`src/rtl/ip_stream_format_pipe_in_pkg.sv`:
```
// Shared types for the IP stream formatter ingress: timestamp record, IPv4
// header field helpers, line-parser states and the data FIFO entry layout.
package tracker_pkg;
  typedef struct packed {
    logic [31:0] sec;
    logic [31:0] nsec;
  } tracker_stats_struct;
endpackage

package packet_struct_pkg;
  localparam int IP_HDR_IHL_W   = 4;
  localparam int IP_HDR_MIN_IHL = 5;
endpackage

package ip_stream_format_pkg;
  import tracker_pkg::*;
  import packet_struct_pkg::*;

  localparam int IPF_DATA_WIDTH     = 256;
  localparam int IPF_DATA_BYTES     = IPF_DATA_WIDTH / 8;
  localparam int IPF_PADBYTES_WIDTH = $clog2(IPF_DATA_BYTES);
  localparam int IPF_HDR_BYTES_W    = 7;

  typedef enum logic [1:0] {
    HDR_FIRST  = 2'd0,
    HDR_SECOND = 2'd1,
    PASS_BODY  = 2'd2
  } ipf_state_e;

  typedef struct packed {
    logic [IPF_DATA_WIDTH-1:0]     data;
    logic                          last;
    logic [IPF_PADBYTES_WIDTH-1:0] padbytes;
    tracker_stats_struct           timestamp;
  } fifo_struct;

  // Undersized IHL is clamped only for masking; the line itself is never altered.
  function automatic logic [IPF_HDR_BYTES_W-1:0] ihl_to_hdr_bytes(
    input logic [IP_HDR_IHL_W-1:0] ihl
  );
    logic [IP_HDR_IHL_W-1:0] ihl_c;
    ihl_c = (ihl < IP_HDR_IHL_W'(IP_HDR_MIN_IHL)) ? IP_HDR_IHL_W'(IP_HDR_MIN_IHL) : ihl;
    return {1'b0, ihl_c, 2'b00};
  endfunction
endpackage

```
`src/rtl/ip_stream_format_pipe_in_if.sv`:
```
// Ingress line stream, data-FIFO write port and checksum request port of the
// formatter; slave is the formatter side, master the surrounding logic.
interface ip_stream_format_pipe_in_if #(
  parameter int DATA_WIDTH     = ip_stream_format_pkg::IPF_DATA_WIDTH,
  parameter int PADBYTES_WIDTH = $clog2(DATA_WIDTH / 8)
);
  import tracker_pkg::*;
  import ip_stream_format_pkg::*;

  logic                      src_ip_format_rx_val;
  logic                      ip_format_src_rx_rdy;
  logic [DATA_WIDTH-1:0]     src_ip_format_rx_data;
  logic                      src_ip_format_rx_last;
  logic [PADBYTES_WIDTH-1:0] src_ip_format_rx_padbytes;
  tracker_stats_struct       src_ip_format_rx_timestamp;

  logic                      ip_format_data_fifo_wr_req;
  logic                      data_fifo_ip_format_full;
  fifo_struct                ip_format_data_fifo_wr_data;

  logic                      ip_chksum_req_val;
  logic                      ip_chksum_req_rdy;
  logic [DATA_WIDTH-1:0]     ip_chksum_req_data;
  logic                      ip_chksum_req_last;

  modport master (
    output src_ip_format_rx_val, src_ip_format_rx_data, src_ip_format_rx_last,
           src_ip_format_rx_padbytes, src_ip_format_rx_timestamp,
           data_fifo_ip_format_full, ip_chksum_req_rdy,
    input  ip_format_src_rx_rdy, ip_format_data_fifo_wr_req, ip_format_data_fifo_wr_data,
           ip_chksum_req_val, ip_chksum_req_data, ip_chksum_req_last
  );

  modport slave (
    input  src_ip_format_rx_val, src_ip_format_rx_data, src_ip_format_rx_last,
           src_ip_format_rx_padbytes, src_ip_format_rx_timestamp,
           data_fifo_ip_format_full, ip_chksum_req_rdy,
    output ip_format_src_rx_rdy, ip_format_data_fifo_wr_req, ip_format_data_fifo_wr_data,
           ip_chksum_req_val, ip_chksum_req_data, ip_chksum_req_last
  );
endinterface

```
`src/rtl/ip_stream_format_pipe_in_hdr_mask.sv`:
```
// Combinational header byte-keep mask: byte i of header line k is kept iff
// i + k*DATA_BYTES < hdr_bytes. keep_o[0] corresponds to byte 0 of the line.
module ip_hdr_byte_mask #(
  parameter int DATA_BYTES  = 32,
  parameter int HDR_BYTES_W = 7
) (
  input  logic [HDR_BYTES_W-1:0] hdr_bytes_i,
  input  logic                   line_idx_i,
  output logic [DATA_BYTES-1:0]  keep_o
);
  logic [31:0] line_base;

  always_comb begin
    line_base = line_idx_i ? 32'(DATA_BYTES) : 32'd0;
    keep_o    = '0;
    for (int i = 0; i < DATA_BYTES; i++) begin
      keep_o[i] = (32'(i) + line_base) < 32'(hdr_bytes_i);
    end
  end
endmodule

```
`src/rtl/ip_stream_format_pipe_in.sv`:
```
// Ingress formatter: writes every accepted line to the data FIFO and a masked header copy to the
// checksum unit, both combinationally on accept (0 cycles); stalls unless every needed sink is ready.
module ip_stream_format_pipe_in
  import tracker_pkg::*;
  import packet_struct_pkg::*;
  import ip_stream_format_pkg::*;
#(
  parameter int DATA_WIDTH     = IPF_DATA_WIDTH,
  parameter int DATA_BYTES     = DATA_WIDTH / 8,
  parameter int PADBYTES_WIDTH = $clog2(DATA_BYTES)
) (
  input logic                       clk,
  input logic                       rst,
  ip_stream_format_pipe_in_if.slave bus
);
  ipf_state_e                 state_q, state_d;
  logic [IPF_HDR_BYTES_W-1:0] hdr_bytes_q, hdr_bytes_d;
  logic [IPF_HDR_BYTES_W-1:0] hdr_bytes_live, hdr_bytes_cur;
  tracker_stats_struct        ts_q, ts_d;
  logic                       in_hdr, spans_two, rx_rdy, accept;
  logic [DATA_BYTES-1:0]      keep;
  logic [DATA_WIDTH-1:0]      keep_bits;
  logic [PADBYTES_WIDTH-1:0]  padbytes;

  // IHL sits in the low nibble of byte 0, which occupies the top byte of the line.
  assign hdr_bytes_live = ihl_to_hdr_bytes(bus.src_ip_format_rx_data[DATA_WIDTH-5 -: IP_HDR_IHL_W]);
  assign spans_two      = 32'(hdr_bytes_live) > 32'(DATA_BYTES);
  assign hdr_bytes_cur  = (state_q == HDR_SECOND) ? hdr_bytes_q : hdr_bytes_live;
  assign padbytes       = bus.src_ip_format_rx_padbytes;

  ip_hdr_byte_mask #(
    .DATA_BYTES  (DATA_BYTES),
    .HDR_BYTES_W (IPF_HDR_BYTES_W)
  ) u_hdr_mask (
    .hdr_bytes_i (hdr_bytes_cur),
    .line_idx_i  (state_q == HDR_SECOND),
    .keep_o      (keep)
  );

  always_comb begin
    keep_bits = '0;
    for (int i = 0; i < DATA_BYTES; i++) begin
      keep_bits[DATA_WIDTH-1-8*i -: 8] = {8{keep[i]}};
    end
  end

  always_ff @(posedge clk) begin
    if (rst) begin
      state_q     <= HDR_FIRST;
      hdr_bytes_q <= '0;
      ts_q        <= '0;
    end else begin
      state_q     <= state_d;
      hdr_bytes_q <= hdr_bytes_d;
      ts_q        <= ts_d;
    end
  end

  always_comb begin
    state_d     = state_q;
    hdr_bytes_d = hdr_bytes_q;
    ts_d        = ts_q;

    // Payload lines need only FIFO space; header lines also need the checksum unit.
    in_hdr = (state_q != PASS_BODY);
    rx_rdy = ~bus.data_fifo_ip_format_full & (bus.ip_chksum_req_rdy | ~in_hdr);
    accept = bus.src_ip_format_rx_val & rx_rdy;

    bus.ip_format_src_rx_rdy                  = rx_rdy;
    bus.ip_format_data_fifo_wr_req            = accept;
    bus.ip_format_data_fifo_wr_data.data      = bus.src_ip_format_rx_data;
    bus.ip_format_data_fifo_wr_data.last      = bus.src_ip_format_rx_last;
    bus.ip_format_data_fifo_wr_data.padbytes  = padbytes;
    bus.ip_format_data_fifo_wr_data.timestamp = (state_q == HDR_FIRST) ?
                                                bus.src_ip_format_rx_timestamp : ts_q;

    bus.ip_chksum_req_val  = accept & in_hdr;
    bus.ip_chksum_req_data = bus.src_ip_format_rx_data & keep_bits;
    // A truncating last also closes the request so exactly one response is owed per packet.
    bus.ip_chksum_req_last = in_hdr & (bus.src_ip_format_rx_last |
                                       (state_q == HDR_SECOND) | ~spans_two);

    if (accept) begin
      unique case (state_q)
        HDR_FIRST: begin
          hdr_bytes_d = hdr_bytes_live;
          ts_d        = bus.src_ip_format_rx_timestamp;
          if (!bus.src_ip_format_rx_last) state_d = spans_two ? HDR_SECOND : PASS_BODY;
        end
        HDR_SECOND: state_d = bus.src_ip_format_rx_last ? HDR_FIRST : PASS_BODY;
        PASS_BODY:  if (bus.src_ip_format_rx_last) state_d = HDR_FIRST;
        default:    state_d = HDR_FIRST;
      endcase
    end
  end
endmodule

```
`src/flat_wrapper.sv`:
```
// flat-port wrapper written by rule: the top's interface ports become plain ports
module ip_stream_format_pipe_in_flat import tracker_pkg::*; import packet_struct_pkg::*; import ip_stream_format_pkg::*;
#(
  parameter int DATA_WIDTH     = IPF_DATA_WIDTH,
  parameter int DATA_BYTES     = DATA_WIDTH / 8,
  parameter int PADBYTES_WIDTH = $clog2(DATA_BYTES)
)
  (clk, rst, bus_src_ip_format_rx_val, bus_src_ip_format_rx_data, bus_src_ip_format_rx_last, bus_src_ip_format_rx_padbytes, bus_src_ip_format_rx_timestamp, bus_data_fifo_ip_format_full, bus_ip_chksum_req_rdy, bus_ip_format_src_rx_rdy, bus_ip_format_data_fifo_wr_req, bus_ip_format_data_fifo_wr_data, bus_ip_chksum_req_val, bus_ip_chksum_req_data, bus_ip_chksum_req_last);
  ip_stream_format_pipe_in_if #(.DATA_WIDTH(DATA_WIDTH), .PADBYTES_WIDTH(PADBYTES_WIDTH)) bus_i ();
  input logic clk;
  input logic rst;
  input wire logic [$bits(bus_i.src_ip_format_rx_val)-1:0] bus_src_ip_format_rx_val;
  input wire logic [$bits(bus_i.src_ip_format_rx_data)-1:0] bus_src_ip_format_rx_data;
  input wire logic [$bits(bus_i.src_ip_format_rx_last)-1:0] bus_src_ip_format_rx_last;
  input wire logic [$bits(bus_i.src_ip_format_rx_padbytes)-1:0] bus_src_ip_format_rx_padbytes;
  input wire logic [$bits(bus_i.src_ip_format_rx_timestamp)-1:0] bus_src_ip_format_rx_timestamp;
  input wire logic [$bits(bus_i.data_fifo_ip_format_full)-1:0] bus_data_fifo_ip_format_full;
  input wire logic [$bits(bus_i.ip_chksum_req_rdy)-1:0] bus_ip_chksum_req_rdy;
  output wire logic [$bits(bus_i.ip_format_src_rx_rdy)-1:0] bus_ip_format_src_rx_rdy;
  output wire logic [$bits(bus_i.ip_format_data_fifo_wr_req)-1:0] bus_ip_format_data_fifo_wr_req;
  output wire logic [$bits(bus_i.ip_format_data_fifo_wr_data)-1:0] bus_ip_format_data_fifo_wr_data;
  output wire logic [$bits(bus_i.ip_chksum_req_val)-1:0] bus_ip_chksum_req_val;
  output wire logic [$bits(bus_i.ip_chksum_req_data)-1:0] bus_ip_chksum_req_data;
  output wire logic [$bits(bus_i.ip_chksum_req_last)-1:0] bus_ip_chksum_req_last;
  assign bus_i.src_ip_format_rx_val = bus_src_ip_format_rx_val;
  assign bus_i.src_ip_format_rx_data = bus_src_ip_format_rx_data;
  assign bus_i.src_ip_format_rx_last = bus_src_ip_format_rx_last;
  assign bus_i.src_ip_format_rx_padbytes = bus_src_ip_format_rx_padbytes;
  assign bus_i.src_ip_format_rx_timestamp = bus_src_ip_format_rx_timestamp;
  assign bus_i.data_fifo_ip_format_full = bus_data_fifo_ip_format_full;
  assign bus_i.ip_chksum_req_rdy = bus_ip_chksum_req_rdy;
  assign bus_ip_format_src_rx_rdy = bus_i.ip_format_src_rx_rdy;
  assign bus_ip_format_data_fifo_wr_req = bus_i.ip_format_data_fifo_wr_req;
  assign bus_ip_format_data_fifo_wr_data = bus_i.ip_format_data_fifo_wr_data;
  assign bus_ip_chksum_req_val = bus_i.ip_chksum_req_val;
  assign bus_ip_chksum_req_data = bus_i.ip_chksum_req_data;
  assign bus_ip_chksum_req_last = bus_i.ip_chksum_req_last;
  ip_stream_format_pipe_in #(.DATA_WIDTH(DATA_WIDTH), .DATA_BYTES(DATA_BYTES), .PADBYTES_WIDTH(PADBYTES_WIDTH)) u_core (.clk(clk), .rst(rst), .bus(bus_i));
endmodule
```
`config.mk`:
```
export PLATFORM = sky130hd
export DESIGN_NAME = ip_stream_format_pipe_in_flat
export DESIGN_NICKNAME = d
export VERILOG_FILES = /design/src/rtl/ip_stream_format_pipe_in_pkg.sv /design/src/rtl/ip_stream_format_pipe_in_if.sv /design/src/rtl/ip_stream_format_pipe_in_hdr_mask.sv /design/src/rtl/ip_stream_format_pipe_in.sv /design/src/flat_wrapper.sv
export SDC_FILE = /design/constraint.sdc
export NUM_CORES = 1
export LEC_CHECK = 0
export ABC_CLOCK_PERIOD_IN_PS = 1500
export BUFFER_PORTS_ARGS = -buffer_cell sky130_fd_sc_hd__buf_2
export CAP_MARGIN = 10
export CORE_AREA = 4 4 355 357
export DETAILED_ROUTE_END_ITERATION = 16
export DIE_AREA = 0 0 359 361
export REMOVE_ABC_BUFFERS = 1
export SLEW_MARGIN = 0
export SYNTH_ARGS = -nofsm -noshare
export SYNTH_HDL_FRONTEND = slang
export SYNTH_SLANG_ARGS = --single-unit
```
`constraint.sdc`:
```
create_clock -name clk -period 1.5 [get_ports clk]
set_input_delay 0.15 -clock clk [delete_from_list [all_inputs] [get_ports clk]]
set_output_delay 0.15 -clock clk [all_outputs]
set_load 0.05 [all_outputs]
```
==> flow_metrics.env, run 1 <==
export IMPL_synth_edf_count=0
export IMPL_die_area_sq_mm=0.1296
export IMPL_ys_warn_count=0
export IMPL_synth_cell_types=41
export IMPL_slew_viol_final=0
export IMPL_worst_pin_slew_ns=0.4658
export IMPL_cp_slowest_cell="dfxtp_4"
export IMPL_grt_usage_pct=16.85
export IMPL_holdWs_ns=0.05584
export IMPL_post_route_min_period_ns=2.103
export IMPL_synth_xor_xnor_area_share_pct=0
export IMPL_nNetsFinal=2015
export IMPL_min_path_type="primary input to flip-flop"
export IMPL_insertion_delay_ns=0.36
export IMPL_hpwlAfterDp_microns=107100
export IMPL_io_buffers=906
export IMPL_layout_drive_gt1_share_pct=74.25
export IMPL_crit_path_end_kind="output pin"
export IMPL_crit_top_cell="buf_12"
export IMPL_seq_area_frac_synth_pct=18.76
export IMPL_grt_pass1_vias=9829
export IMPL_fin_crit_sh_pct=140.2
export IMPL_antenna_left=0
export IMPL_cts_hold_buf=0
export IMPL_worstSetupPathType="flip-flop to output pin"
export IMPL_vias_per_cell=3.164
export IMPL_rrSetupSlack_ns=-0.09
export IMPL_rsz0062_at_grt="yes"
export IMPL_core_sq_mm=0.1230
export IMPL_ir_drop_mv=0.6326
export IMPL_violations="setup timing"
export IMPL_m1WireLength_microns=44220
export IMPL_wire_per_inst_microns=34.80
export IMPL_areaGrowthSynthToFinish_pct=130.0
export IMPL_hp_start="bus_src_ip_format_rx_timestamp[40]"
export IMPL_crit_path_start_kind="flip-flop"
export IMPL_cp_buffers_inverters=5
export IMPL_synth_top_family_by_area="buffers and inverters"
export IMPL_min_to="u_core.ts_q[40]"
export IMPL_r2r_cells=8
export IMPL_grt_pass1_wl_microns=136200
export IMPL_cts_tree="done"
export IMPL_antenna_found_initial=159
export IMPL_drt_wl_total_microns=117300
export IMPL_cts_max_path_buffers=2
export IMPL_syn_area_per_cell_sq_um=7.647
export IMPL_numCtsBuffers=9
export IMPL_syn_instance_count=977
export IMPL_cts_clk_slew_worst_paths_ns=0.07
export IMPL_max_freq_mhz=475.5
export IMPL_wl_met2_microns=59990
export IMPL_synth_compound_area_share_pct=11.27
export IMPL_synth_area_sq_mm=0.007471
export IMPL_chipHeight_microns=361
export IMPL_cpPeakStageDelay_ns=0.36
export IMPL_drt_pre_antenna_iters=5
export IMPL_cap_viol_max_count=0
export IMPL_final_util_pct=13.97
export IMPL_ios=917
export IMPL_cp_arrival_ns=1.95
export IMPL_async_flop_share_pct=0
export IMPL_gp_congestion=0.9973
export IMPL_htreeDepth=3
export IMPL_reg2reg_from="u_core.state_q[1]"
export IMPL_synth_mux_area_share_pct=9.781
export IMPL_critical_path_max_fanout=8
export IMPL_row_count=129
export IMPL_r2r_end="u_core.ts_q[5]"
export IMPL_drc=0
export IMPL_grt_max_degree=65
export IMPL_fin_ws_ns=-0.6030
export IMPL_hold_viol_final=0
export IMPL_skew_ns=0.009332
export IMPL_synthFlopType="dfxtp_1"
export IMPL_whs_path_depth=3
export IMPL_grt_remaining_overflow=0
export IMPL_synth_adder_area_share_pct=0
export IMPL_status="complete, but fails checks"
export IMPL_cp_required_ns=1.35
export IMPL_slew_headroom_pct=68.95
export IMPL_highest_layer="met5"
export IMPL_wl_met3_microns=9777
export IMPL_die_w_microns=359
export IMPL_start_util_pct=6.074
export IMPL_clock_root_buffer="clkbuf_16"
export IMPL_cp_top_family="buffers and inverters"
export IMPL_yosys_area_share_simple_pct=28.72
export IMPL_worstPathCellList="buf_12, nand2b_4, a41oi_4, buf_12, buf_12, buf_16, nor3b_4, buf_6"
export IMPL_vias=10670
export IMPL_ys_seq_elements=70
export IMPL_drtIter0Drc=733
export IMPL_setup_viol=370
export IMPL_p_leak_uw=0.007819
export IMPL_p_per_area_mw_per_mm2=730.8
export IMPL_clock_sinks=70
[placed cells by master, fill, tap and decap left out, drive strengths merged, types with 18 or more instances in the layout]
cell / synthesis / layout
a21oi: 71 / 71
nor3b: 65 / 65
mux2: 64 / 64
dfxtp: 70 / 70
nand3: 65 / 65
and3: 32 / 32
and2: 127 / 127
buf: 296 / 1029
o21ai: 72 / 72
diode: 0 / 45
nor2b: 36 / 36
clkbuf: 46 / 18
[cells by family after synthesis]
logic type / count (synthesis)
buffers and inverters: 344
AND/OR/NAND/NOR: 343
AO/OA/AOI/OAI: 155
flip-flops: 70
multiplexers: 65
[registers in the layout (all words and copies together), names as in the netlist]
signal              flops
u_core.hdr_bytes_q      4
u_core.ts_q            64
u_core.state_q          2
[layout make-up]
type	instances	area [sq um]
fillers	14000	105800
flip-flops and latches	70	1416
clock inverters	6	68.82
repair buffers	1038	8583
diodes	45	112.6
multi-input cells	563	4705
inverters	2	7.507
well taps	1637	2048
clock buffers	10	239.0
[metal layers]
| layer | vias up | global-route usage (%) |
|---|---|---|
| met3 | 228 | 5.401 |
| met5 | - | 0 |
| met4 | 32 | 3.068 |
| li1 | 4502 | - |
| met2 | 826 | 30.93 |
| met1 | 5079 | 19.18 |
[metrics by stage]
step | setup TNS (ns) | cells | setup WS (ns) | power [uW] | cell area (sq um)
4_1_cts | -171.35 | 3303 | -0.6055 | 12120 | 15650
3_3_place_gp | -58.30 | 3266 | -0.5948 | 9094 | 13320
2_1_floorplan | -270.92 | 635 | -1.329 | 4753 | 5127
3_5_place_dp | -62.12 | 3266 | -0.5685 | 9089 | 13320
6_report | -161.47 | 3371 | -0.6030 | 12560 | 17180
5_1_grt | -184.08 | 3356 | -0.6457 | 12890 | 17140
[synth_stat cells, types with 5 or more instances]
master / n / area (sq um)
nand3_1: 65 / 325.3
clkbuf_2: 5 / 25.02
nor2b_1: 35 / 219.0
a21oi_1: 70 / 350.3
clkbuf_1: 41 / 153.9
mux2_2: 64 / 720.7
and3_1: 32 / 200.2
nand2_1: 5 / 18.77
nor3b_1: 65 / 488.0
o21ai_0: 71 / 355.3
and2_1: 127 / 794.5
dfxtp_1: 70 / 1401
buf_4: 266 / 1997
buf_2: 26 / 130.1
[power by group]
group          leakage (uW)  internal, uW  switching [uW]
combinational       0.00710          2670            5630
clock              0.000150          1350             946
sequential         0.000572          1920            42.5
[worst min-delay path, stage by stage]
cell	delay (ns)
buf_2	0.11
nand3_1	0.06
a21oi_1	0.05
[how the worst max path moves through the flow]
stage	slack (ns)	depth (start not counted)	start	end
2_1_floorplan	-1.33	2	u_core.state_q[0]	bus_ip_format_data_fifo_wr_data[0]
4_1_cts	-0.61	8	u_core.state_q[0]	bus_ip_chksum_req_data[41]
5_1_grt	-0.65	8	u_core.state_q[0]	bus_ip_chksum_req_data[41]
6_report	-0.60	8	u_core.state_q[0]	bus_ip_chksum_req_data[41]
3_5_place_dp	-0.57	7	u_core.state_q[1]	bus_ip_chksum_req_data[51]
3_3_place_gp	-0.59	7	u_core.state_q[1]	bus_ip_chksum_req_data[51]
[repair_timing]
item,4_1_cts,5_1_grt
gates resized for setup,441,377
pin swaps,23,20
setup buffers,11,15
gates cloned,10,9
setup endpoints to repair,356,390
(Power assumes the default switching activity.)
==> run 2, diff against run 1 <==
--- a/config.mk
+++ b/config.mk
@@ -5,7 +5,7 @@
 export SDC_FILE = /design/constraint.sdc
 export NUM_CORES = 1
 export LEC_CHECK = 0
-export ABC_CLOCK_PERIOD_IN_PS = 1500
+export ABC_CLOCK_PERIOD_IN_PS = 2100
 export BUFFER_PORTS_ARGS = -buffer_cell sky130_fd_sc_hd__buf_2
 export CAP_MARGIN = 10
 export CORE_AREA = 4 4 355 357
==> constraint.sdc (replaced) <==
create_clock -name clk -period 2.1 [get_ports clk]
set_input_delay 0.21 -clock clk [delete_from_list [all_inputs] [get_ports clk]]
set_output_delay 0.21 -clock clk [all_outputs]
set_load 0.05 [all_outputs]
==> run 2 against run 1 <==
The flow still finishes with violations (setup timing). Setup slack gained 0.55 ns. Global-route usage increased by 0.61 points. Critical endpoint is now bus_ip_chksum_req_data[52]. Critical path type unchanged. Combinational power down 32%. Clock skew shrank 0.0040 ns. Cell count fell by 1.2%. Hold slack better by 0.049 ns. Flip-flop and latch count unchanged. Largest cell class unchanged. Via count is 0.40% higher. First-iteration DRC count down 5.5%.
==> flow_metrics.env, run 2 (synthesis gave the netlist of run 1 again) <==
export IMPL_crit_start="u_core.state_q[1]"
export IMPL_num_fill_cells=14210
export IMPL_worstPathCellList="buf_6, nand2b_4, a41oi_4, buf_4, clkbuf_16, nor3b_4, buf_6"
export IMPL_ir_drop_mv=0.4156
export IMPL_p_per_area_mw_per_mm2=546.4
export IMPL_vias_per_cell=3.214
export IMPL_slew_viol_final=0
export IMPL_skew_ns=0.005369
export IMPL_violations="setup timing"
export IMPL_die_area_sq_mm=0.1296
export IMPL_r2r_end="u_core.ts_q[23]"
export IMPL_slew_headroom_pct=55.96
export IMPL_die_w_microns=359
export IMPL_antenna_found_initial=162
export IMPL_min_path_type="primary input to flip-flop"
export IMPL_cp_top_family="buffers and inverters"
export IMPL_core_sq_mm=0.1230
export IMPL_cp_endpoint="bus_ip_chksum_req_data[52]"
export IMPL_largest_register="u_core.ts_q"
export IMPL_drt_pre_antenna_iters=5
export IMPL_cp_num_cells=7
export IMPL_grt_usage_pct=17.46
export IMPL_crit_path_start_kind="flip-flop"
export IMPL_fin_ws_ns=-0.05560
export IMPL_vias=10710
export IMPL_max_freq_mhz=463.9
export IMPL_io_buffers=906
export IMPL_clock_root_buffer="clkbuf_16"
export IMPL_drt_wl_total_microns=121200
export IMPL_critical_path_max_fanout=8
export IMPL_rsz0062_at_grt="yes"
export IMPL_holdWs_ns=0.1046
export IMPL_antenna_left=0
export IMPL_r2r_cells=5
export IMPL_nNetsFinal=1976
export IMPL_post_route_min_period_ns=2.156
export IMPL_cp_arrival_ns=1.95
export IMPL_insertion_delay_ns=0.36
export IMPL_top_regs="u_core.ts_q: 64 flops, u_core.hdr_bytes_q: 4 flops, u_core.state_q: 2 flops"
export IMPL_reg2reg_from="u_core.state_q[1]"
export IMPL_cts_tree="done"
export IMPL_status="complete, but fails checks"
export IMPL_chipHeight_microns=361
export IMPL_cap_viol_max_count=0
export IMPL_p_leak_uw=0.007199
export IMPL_cpPeakStageDelay_ns=0.36
export IMPL_finalPower_uw=8594
export IMPL_grt_pass1_vias=9833
export IMPL_fin_crit_sh_pct=102.6
export IMPL_row_count=129
export IMPL_cts_clk_slew_worst_paths_ns=0.07
export IMPL_hpwlAfterDp_microns=108600
export IMPL_drtIter0Drc=693
export IMPL_crit_path_end_kind="output pin"
export IMPL_preCtsSetupSlack_ns=-0.1482
export IMPL_layout_common_cells="buf_2, and2_1, buf_4"
export IMPL_cts_hold_buf=0
export IMPL_hold_viol_final=0
export IMPL_final_common_cell="buf_2"
export IMPL_areaGrowthSynthToFinish_pct=110.5
export IMPL_crit_top_cell="buf_6"
export IMPL_drc=0
export IMPL_cts_max_path_buffers=2
export IMPL_largest_reg_flops=64
export IMPL_whs_path_depth=3
export IMPL_rrSetupSlack_ns=0.42
export IMPL_cp_buffers_inverters=4
export IMPL_grt_max_degree=65
export IMPL_start_util_pct=6.074
export IMPL_numCtsBuffers=9
export IMPL_grt_remaining_overflow=0
export IMPL_htreeDepth=3
export IMPL_gp_congestion=0.9540
export IMPL_layout_drive_gt1_share_pct=71.33
export IMPL_ios=917
export IMPL_final_seq_area_sq_mm=0.001410
export IMPL_cp_required_ns=1.89
export IMPL_multi_input_area_sq_mm=0.004459
export IMPL_worstSetupPathType="flip-flop to output pin"
export IMPL_clock_sinks=70
export IMPL_worst_pin_slew_ns=0.6606
export IMPL_setup_viol=23
export IMPL_wire_per_inst_microns=36.37
export IMPL_cp_slowest_cell="dfxtp_2"
export IMPL_grt_pass1_wl_microns=141000
==> run 2: cell count changes in the layout (fill, tap and decap cells not counted), moves of 26 or more <==
cell,previous run,this run
buf_4,76,102
and2_1,81,127
buf_2,640,668
buf_6,166,56
and2_4,46,0
clkbuf_4,0,45
nor3b_4,38,10
==> run 2: how the worst min path moves through the flow <==
stage / from / endpoint / slack [ns]
after floorplan: rst / u_core.hdr_bytes_q[3] / 0.28
after global placement: bus_src_ip_format_rx_padbytes[0] / bus_ip_format_data_fifo_wr_data[64] / 0.42
after detailed placement: bus_src_ip_format_rx_padbytes[0] / bus_ip_format_data_fifo_wr_data[64] / 0.42
after CTS: bus_src_ip_format_rx_timestamp[42] / u_core.ts_q[42] / 0.07
after global routing: bus_src_ip_format_rx_timestamp[57] / u_core.ts_q[57] / 0.1
final: bus_src_ip_format_rx_timestamp[42] / u_core.ts_q[42] / 0.10
==> run 2: what timing repair did <==
action | CTS | global route
hold endpoints to repair | 0 | 0
pin swaps | 4 | 1
gates cloned | 10 | 4
buffers inserted | 24 | 5
gates resized for setup | 360 | 225
setup endpoints to repair | 310 | 203
==> run 2: layer usage <==
layer / part of all wire, % / track usage [%] / wire length, microns / vias up
met1: 38 / 20.06 / 46420 / 5123
met3: 8.7 / 5.890 / 10520 / 222
li1: - / - / - / 4428
met4: 2.2 / 2.822 / 2721 / 26
met5: 0.14 / 0 / 175 / -
met2: 51 / 31.76 / 61350 / 911
==> run 2: stage by stage <==
| stage | cells | utilization [%] | area (sq um) | TNS [ns] |
|---|---|---|---|---|
| 6_report | 3332 | 12.79 | 15730 | -0.4182 |
| 5_1_grt | 3309 | 12.74 | 15670 | -3.334 |
| 4_1_cts | 3281 | 11.95 | 14700 | -1.194 |
| 3_5_place_dp | 3232 | 10.36 | 12750 | -2.773 |
| 3_3_place_gp | 3232 | 10.36 | 12750 | -2.104 |
| 2_1_floorplan | 635 | - | 5127 | -113.26 |
==> run 2: tightest hold or removal path, stage by stage <==
cell	delay [ns]
buf_2	0.10
nand3_1	0.05
a21oi_1	0.05
==> run 2: power by group <==
part           switching, uW  leakage, uW  total, uW  internal (uW)
combinational           4000      0.00649       5630           1640
clock                    696     0.000138       1560            863
sequential              29.8     0.000571       1400           1370
==> run 2: cell type report <==
type                    instances  area share, %
diodes                         45         0.7159
inverters                       2        0.04773
clock inverters                 5         0.2148
flip-flops and latches         70          8.965
multi-input cells             564          28.35
repair buffers                998          47.08
clock buffers                  11          1.607
well taps                    1637          13.02
